### config.mk
export PLATFORM = sky130hd
export DESIGN_NAME = cache_fill_arbiter
export DESIGN_NICKNAME = d
export VERILOG_FILES = /design/src/rtl/cache_fill_arbiter.sv
export SDC_FILE = /design/constraint.sdc
export NUM_CORES = 1
export LEC_CHECK = 0
export ABC_AREA = 1
export CORE_MARGIN = 4
export CORE_UTILIZATION = 34
export CTS_BUF_LIST = sky130_fd_sc_hd__clkbuf_2
export CTS_CLUSTER_DIAMETER = 60
export DETAILED_ROUTE_END_ITERATION = 8
export PLACE_DENSITY = 0.78
export SYNTH_ARGS = -nofsm -noshare
export SYNTH_HDL_FRONTEND = slang
export SYNTH_SLANG_ARGS = --single-unit
export TNS_END_PERCENT = 100
### constraint.sdc
create_clock -name clk -period 1.5 [get_ports clk]
set_input_delay 0.3 -clock clk [delete_from_list [all_inputs] [get_ports clk]]
set_output_delay 0.3 -clock clk [all_outputs]
set_load 0.1 [all_outputs]
### src/rtl/cache_fill_arbiter.sv
// cache_fill_arbiter: I/D-cache block refill arbiter owning the pipelined memory read port.
// Define ARB_RR_EN for round-robin arbitration instead of fixed D-cache priority.
module cache_fill_arbiter #(
  parameter int BLOCK_WORDS = 8,
  parameter int ADDR_W = 16,
  localparam int WIDX_W = $clog2(BLOCK_WORDS)
) (
  input  logic              clk,
  input  logic              rst_n,
  input  logic              icache_miss,
  input  logic [ADDR_W-1:0] icache_addr,
  input  logic              dcache_miss,
  input  logic [ADDR_W-1:0] dcache_addr,
  output logic              mem_en,
  output logic [ADDR_W-1:0] mem_addr,
  input  logic              mem_data_valid,
  input  logic [15:0]       mem_data,
  output logic              fill_we_i,
  output logic              fill_we_d,
  output logic [WIDX_W-1:0] fill_word,
  output logic [15:0]       fill_data,
  output logic              fill_done_i,
  output logic              fill_done_d,
  output logic              busy
);
  typedef enum logic [1:0] {IDLE, FILL, DONE} state_t;
  state_t state, state_nx;
  logic owner_d;
  logic grant_d;
  logic any_miss;
  logic accept;
  logic [ADDR_W-1:0] base;
  logic [WIDX_W:0] issue_cnt;
  logic [WIDX_W-1:0] recv_cnt;
`ifdef ARB_RR_EN
  logic last_d;
  assign grant_d = dcache_miss & (~icache_miss | ~last_d);
  always_ff @(posedge clk or negedge rst_n)
    if (!rst_n) last_d <= 1'b0;
    else if (state == IDLE && any_miss) last_d <= grant_d;
`else
  assign grant_d = dcache_miss;
`endif
  always_comb begin
    any_miss = icache_miss | dcache_miss;
    accept = (state == FILL) & mem_data_valid;
    mem_en = (state == FILL) & (issue_cnt < (WIDX_W+1)'(BLOCK_WORDS));
    mem_addr = mem_en ? base + ADDR_W'({issue_cnt, 1'b0}) : '0;
    fill_we_i = accept & ~owner_d;
    fill_we_d = accept & owner_d;
    fill_word = recv_cnt;
    fill_data = mem_data;
    fill_done_i = (state == DONE) & ~owner_d;
    fill_done_d = (state == DONE) & owner_d;
    busy = state != IDLE;
    state_nx = state == IDLE ? (any_miss ? FILL : IDLE)
             : state == FILL ? ((accept && recv_cnt == WIDX_W'(BLOCK_WORDS-1)) ? DONE : FILL)
             : IDLE;
  end
  // recv_cnt wraps to zero on the last word, so it is clean for the next block
  always_ff @(posedge clk or negedge rst_n)
    if (!rst_n) begin
      state <= IDLE;
      owner_d <= 1'b0;
      base <= '0;
      issue_cnt <= '0;
      recv_cnt <= '0;
    end else begin
      state <= state_nx;
      if (state == IDLE && any_miss) begin
        owner_d <= grant_d;
        base <= (grant_d ? dcache_addr : icache_addr) & ~ADDR_W'(2*BLOCK_WORDS-1);
      end
      issue_cnt <= (state == FILL) ? issue_cnt + (WIDX_W+1)'(mem_en) : '0;
      if (accept) recv_cnt <= recv_cnt + WIDX_W'(1);
    end
endmodule

==> flow_summary.json, run 1 <==
{
  "place_area_sq_mm": 0.002512,
  "dieArea_sq_mm": 0.005618,
  "die_h_microns": 74.95,
  "finalClockSkew_ps": 14.08,
  "vias_per_cell": 4.825,
  "floorplan.rows": 24,
  "dp_hpwl_microns": 3299,
  "cap_violations": 0,
  "drt_iter0_drc": 87,
  "critPathLaunchType": "register",
  "avgSynthCellArea_sq_um": 7.292,
  "root_buffer": "clkbuf_2",
  "cp_cell_sequence": "ha_1, nand2_2, nor2_4, buf_4, nand4_1, nand2_1, nor2_2, buf_12",
  "grt_max_degree": 23,
  "yosys_register_bits": 22,
  "cts.reportedPaths.clkPinSlew_ps": 200,
  "yosysSeqAreaShare": 0.3612,
  "crit_slowest_cell": "dfrtp_1",
  "antenna_left": 0,
  "cts_buffers": 3,
  "place.gp.congestion": 0.7961,
  "finalMaxSlewViolations": 0,
  "fillCellCount": 316,
  "grt-ovfl-total": 0,
  "yosys_warnings": 0,
  "rsz0062_at_grt": "yes",
  "wl_per_cell_microns": 13.41,
  "area_delta_synth_final_pct": 86.12,
  "firstDrtPassIters": 4,
  "syn-instance-count": 209,
  "netlist_area_sq_mm": 0.001524,
  "setup_viol": 24,
  "outcome": "finished, violations left",
  "fp.dieW_microns": 74.95,
  "cts_hold_buf": 0,
  "hold_viol_final": 0,
  "arrival_ps": 1800,
  "end_kind": "output pin",
  "wl_microns": 4519,
  "critPathBufInv": 2,
  "grt_pass1_wl_microns": 6982,
  "layout.nets": 345,
  "portBuffers": 52,
  "drive_gt1_frac": 0.4000,
  "critPathTopFamily": "flip-flops",
  "cp_max_fo": 6,
  "grt_pass1_vias": 1523,
  "max_freq_mhz": 475.5,
  "syn-num-nets": 268,
  "post-route-util": 0.6514,
  "cts.sinks": 22,
  "drc": 0,
  "core_sq_mm": 0.004354,
  "htree_levels": 1,
  "antenna_found_initial": 0,
  "timing.final.crit_share": 1.402,
  "final_common_cell": "nand2_1",
  "critical-path-max-stage-delay_ps": 460,
  "path_class": "reg2out",
  "io_pins": 94,
  "min_period_ps": 2103,
  "cts.path.max_buffers": 2,
  "initial_core_util": 0.3500,
  "hp-class": "in2async",
  "vias": 1626,
  "antennaDiodeCount": 0,
  "failed_checks": "setup timing",
  "synth.distinct_cells": 26,
  "grtUsageTotal": 0.1639,
  "setup_ws_ps": -603.2,
  "design_area_sq_mm": 0.002836,
  "clock_latency_ps": 330,
  "required_ps": 1200,
  "layout_common_cells": "45 x nand2_1, 29 x buf_4, 28 x clkdlybuf4s50_1, 26 x buf_12, 22 x nor2_1",
  "cts_tree": "done"
}
==> flip-flops by register name (all words and copies together), names as in the netlist <==
signal	flops
fill_word	3
base	12
state	2
issue_cnt	4
owner_d	1
==> synthesized netlist by cell type (all sizes together) <==
master	number	area, sq um
nor3b	1	12.51
buf	19	143.9
inv	26	97.59
nor2	40	191.4
xnor2	2	17.52
nand4	3	18.77
nand2	51	193.9
xor2	2	17.52
dfrtp	22	550.5
o22ai	2	12.51
conb	1	3.750
nor3	4	25.02
o21ai	2	10.01
a21oi	3	15.01
nand3	10	50.05
a31oi	13	81.33
clkbuf	2	7.510
ha	6	75.07
==> layer usage <==
metal  up-vias  track usage  part of all wire
met4         0      0.07510             0.030
met2        51       0.2930              0.53
met5         -            0                 0
li1        807            -                 -
met1       756       0.1904              0.38
met3        12      0.02670             0.059
==> layout make-up <==
class / count / area, sq um / share of cell area
well taps: 52 / 65.06 / 0.02294
clock buffers: 3 / 15.01 / 0.005293
inverters: 26 / 115.1 / 0.04058
multi-input cells: 142 / 974.7 / 0.3436
repair buffers: 91 / 1109 / 0.3908
flip-flops and latches: 22 / 554.3 / 0.1954
clock inverters: 1 / 3.754 / 0.001323
==> cells by family after synthesis <==
logic type,Yosys count,synth area share
and+or+nand+nor,109,0.3227
buffers and inverters,47,0.1634
DFF,22,0.3612
AOI/OAI and AO/OA,20,0.07799
adders and majority gates,6,0.04926
xor gates and xnor gates,4,0.02299
other,1,0.002461
==> metrics by stage <==
| step | hold slack, ps | setup WS, ps | std cells | setup TNS, ps |
|---|---|---|---|---|
| 2_1_floorplan | 4.409 | -829.3 | 209 | -13720 |
| 4_1_cts | 303.1 | -588.7 | 331 | -9282 |
| 6_report | 303.6 | -603.2 | 337 | -9711 |
| 5_1_grt | 301.6 | -721.5 | 337 | -12100 |
| 3_5_place_dp | 529.7 | -296.7 | 318 | -4103 |
| 3_3_place_gp | 510.1 | -235.8 | 318 | -2961 |
==> worst paths after layout <==
check | from | end | slack, ps | depth (start not counted)
worst max-delay path | base[4]$_DFFE_PN0P_ | mem_addr[12] | -600 | 8
worst min-delay path | rst_n | fill_word[2]$_DFFE_PN0N_ | 300 | 2
worst max register to register | state[1]$_DFF_PN0_ | issue_cnt[2]$_DFF_PN0_ | -140 | 9
worst min register to register | fill_word[0]$_DFFE_PN0N_ | fill_word[0]$_DFFE_PN0N_ | 550 | 1
max in group asynchronous | rst_n | base[13]$_DFFE_PN0P_ | 960 | 2
min in group clk | icache_addr[4] | base[4]$_DFFE_PN0P_ | 510 | 3
==> what timing repair did <==
item                       in CTS  in global routing
resized for setup              28                 12
setup buffers                   8                  7
gates cloned                    2                  0
pin swaps                       8                  5
setup endpoints to repair      25                 36
Power of run 1 is left out: the tool's default activity adds up to more than one toggle a clock period on the data nets, which glitch-free logic cannot reach.
==> inputs of run 2 (changes only) <==
--- a/config.mk
+++ b/config.mk
@@ -6,6 +6,7 @@
 export NUM_CORES = 1
 export LEC_CHECK = 0
 export ABC_AREA = 1
+export CAP_MARGIN = 25
 export CORE_MARGIN = 4
 export CORE_UTILIZATION = 34
 export CTS_BUF_LIST = sky130_fd_sc_hd__clkbuf_2
==> results of run 2 <==
The final DEF is identical to that of run 1; final timing and power are the same.
Power of run 2 is left out for the same reason.
==> inputs of run 3 (changes only) <==
--- a/config.mk
+++ b/config.mk
@@ -9,7 +9,6 @@
 export CAP_MARGIN = 25
 export CORE_MARGIN = 4
 export CORE_UTILIZATION = 34
-export CTS_BUF_LIST = sky130_fd_sc_hd__clkbuf_2
 export CTS_CLUSTER_DIAMETER = 60
 export DETAILED_ROUTE_END_ITERATION = 8
 export PLACE_DENSITY = 0.78
==> flow_summary.json, run 3 (synthesis results as in run 1) <==
{
  "outcome": "finished, violations left",
  "failed_checks": "setup timing",
  "hp-class": "in2async",
  "grt-ovfl-total": 0,
  "critical-path-max-stage-delay_ps": 440,
  "wl_per_cell_microns": 14.09,
  "dp_slack_ps": -296.7,
  "cts_hold_buf": 0,
  "cp_max_fo": 5,
  "grt_pass1_wl_microns": 6789,
  "cts.sinks": 22,
  "crit_slowest_cell": "dfrtp_2",
  "firstDrtPassIters": 4,
  "layout.nets": 343,
  "ff2ff_path_depth": 7,
  "dieArea_sq_mm": 0.005618,
  "path_class": "reg2out",
  "cp.depth": 8,
  "initial_core_util": 0.3500,
  "cts.reportedPaths.clkPinSlew_ps": 80,
  "cts.path.max_buffers": 2,
  "io_pins": 94,
  "grt_max_degree": 26,
  "antenna_found_initial": 0,
  "portBuffers": 52,
  "finalMaxSlewViolations": 0,
  "setup_ws_ps": -471.1,
  "clock_latency_ps": 250,
  "regMostFlops": "base",
  "cp_cell_sequence": "ha_2, nand2_2, nor2_4, buf_4, nand4_1, nand2_1, nor2_2, buf_12",
  "setup_viol": 23,
  "critPathTopFamily": "simple AND/OR/NAND/NOR gates",
  "reg2reg_setup_slack_ps": -40,
  "dp_hpwl_microns": 3299,
  "largest_register_ff_count": 12,
  "die_h_microns": 74.95,
  "core_sq_mm": 0.004354,
  "rsz0062_at_grt": "yes",
  "timing.final.crit_share": 1.314,
  "required_ps": 1200,
  "vias_per_cell": 4.740,
  "r2r_end": "issue_cnt[2]$_DFF_PN0_",
  "cts_tree": "done",
  "floorplan.rows": 24,
  "hold_viol_final": 0,
  "finalClockSkew_ps": 2.843,
  "grt_pass1_vias": 1502,
  "slew_headroom": 0.6686,
  "drt_iter0_drc": 46,
  "worstMarginPinSlew_ps": 495.3,
  "vias": 1588,
  "drive_gt1_frac": 0.4099,
  "place.gp.congestion": 0.7961,
  "fp.dieW_microns": 74.95,
  "layout_common_cells": "44 x nand2_1, 28 x clkdlybuf4s50_1, 28 x buf_4, 25 x buf_12, 22 x nor2_1",
  "area_delta_synth_final_pct": 87.44,
  "drc": 0,
  "grtUsageTotal": 0.1589,
  "htree_levels": 1,
  "final_common_cell": "nand2_1",
  "antenna_left": 0,
  "end_kind": "output pin",
  "critPathLaunchType": "register",
  "worst_r2r_startpoint": "issue_cnt[3]$_DFF_PN0_",
  "wl_microns": 4720,
  "arrival_ps": 1670,
  "antennaDiodeCount": 0,
  "cts_buffers": 3,
  "min_period_ps": 1971,
  "cap_violations": 0,
  "critPathBufInv": 2,
  "root_buffer": "clkbuf_8",
  "max_freq_mhz": 507.3
}
run 3: changes by cell type in the layout (fill, tap and decap cells not counted), moves of 2 or more:
cell,before,now
dfrtp_1,19,17
dfrtp_2,3,5
nand3_1,9,7
clkbuf_8,0,4
nand3_2,1,3
clkbuf_2,3,0
run 3: worst max path at each step:
stage / startpoint / end
global placement: base[4]$_DFFE_PN0P_ / mem_addr[13]
CTS: base[4]$_DFFE_PN0P_ / mem_addr[13]
finish: issue_cnt[3]$_DFF_PN0_ / mem_addr[12]
detailed placement: base[4]$_DFFE_PN0P_ / mem_addr[13]
global route: issue_cnt[3]$_DFF_PN0_ / mem_addr[14]
floorplan: state[0]$_DFF_PN0_ / mem_addr[5]
run 3: per-layer routing:
metal  wire, microns  track usage
met5               0            0
met4              95      0.04743
met3             258      0.02670
met2            2623       0.3008
met1            1743       0.1805
run 3: final cells by class:
class	instances	area [sq um]
Fill cell	333	1498
Timing Repair Buffer	89	1081
Multi-Input combinational cell	142	985.9
Sequential cell	22	556.8
Inverter	26	112.6
Tap cell	52	65.06
Clock buffer	4	55.05
run 3: what timing repair did:
| action | in CTS | in global routing |
|---|---|---|
| pin swaps | 11 | 8 |
| buffers inserted | 8 | 4 |
| endpoints found under the setup margin | 24 | 37 |
| gates cloned | 1 | 1 |
| gates resized for setup | 27 | 16 |
run 3: metrics by stage:
| stage | area (sq um) | std cells | hold WS, ps | util | setup TNS, ps |
|---|---|---|---|---|---|
| floorplan | 1643 | 209 | 4.409 | - | -13720 |
| global placement | 2512 | 318 | 510.1 | 0.5770 | -2961 |
| detailed placement | 2512 | 318 | 529.7 | 0.5770 | -4103 |
| CTS | 2739 | 330 | 415.9 | 0.6290 | -6759 |
| global route | 2856 | 335 | 445.0 | 0.6560 | -8484 |
| finish | 2856 | 335 | 414.6 | 0.6560 | -6739 |
Power of run 3 is left out for the same reason.
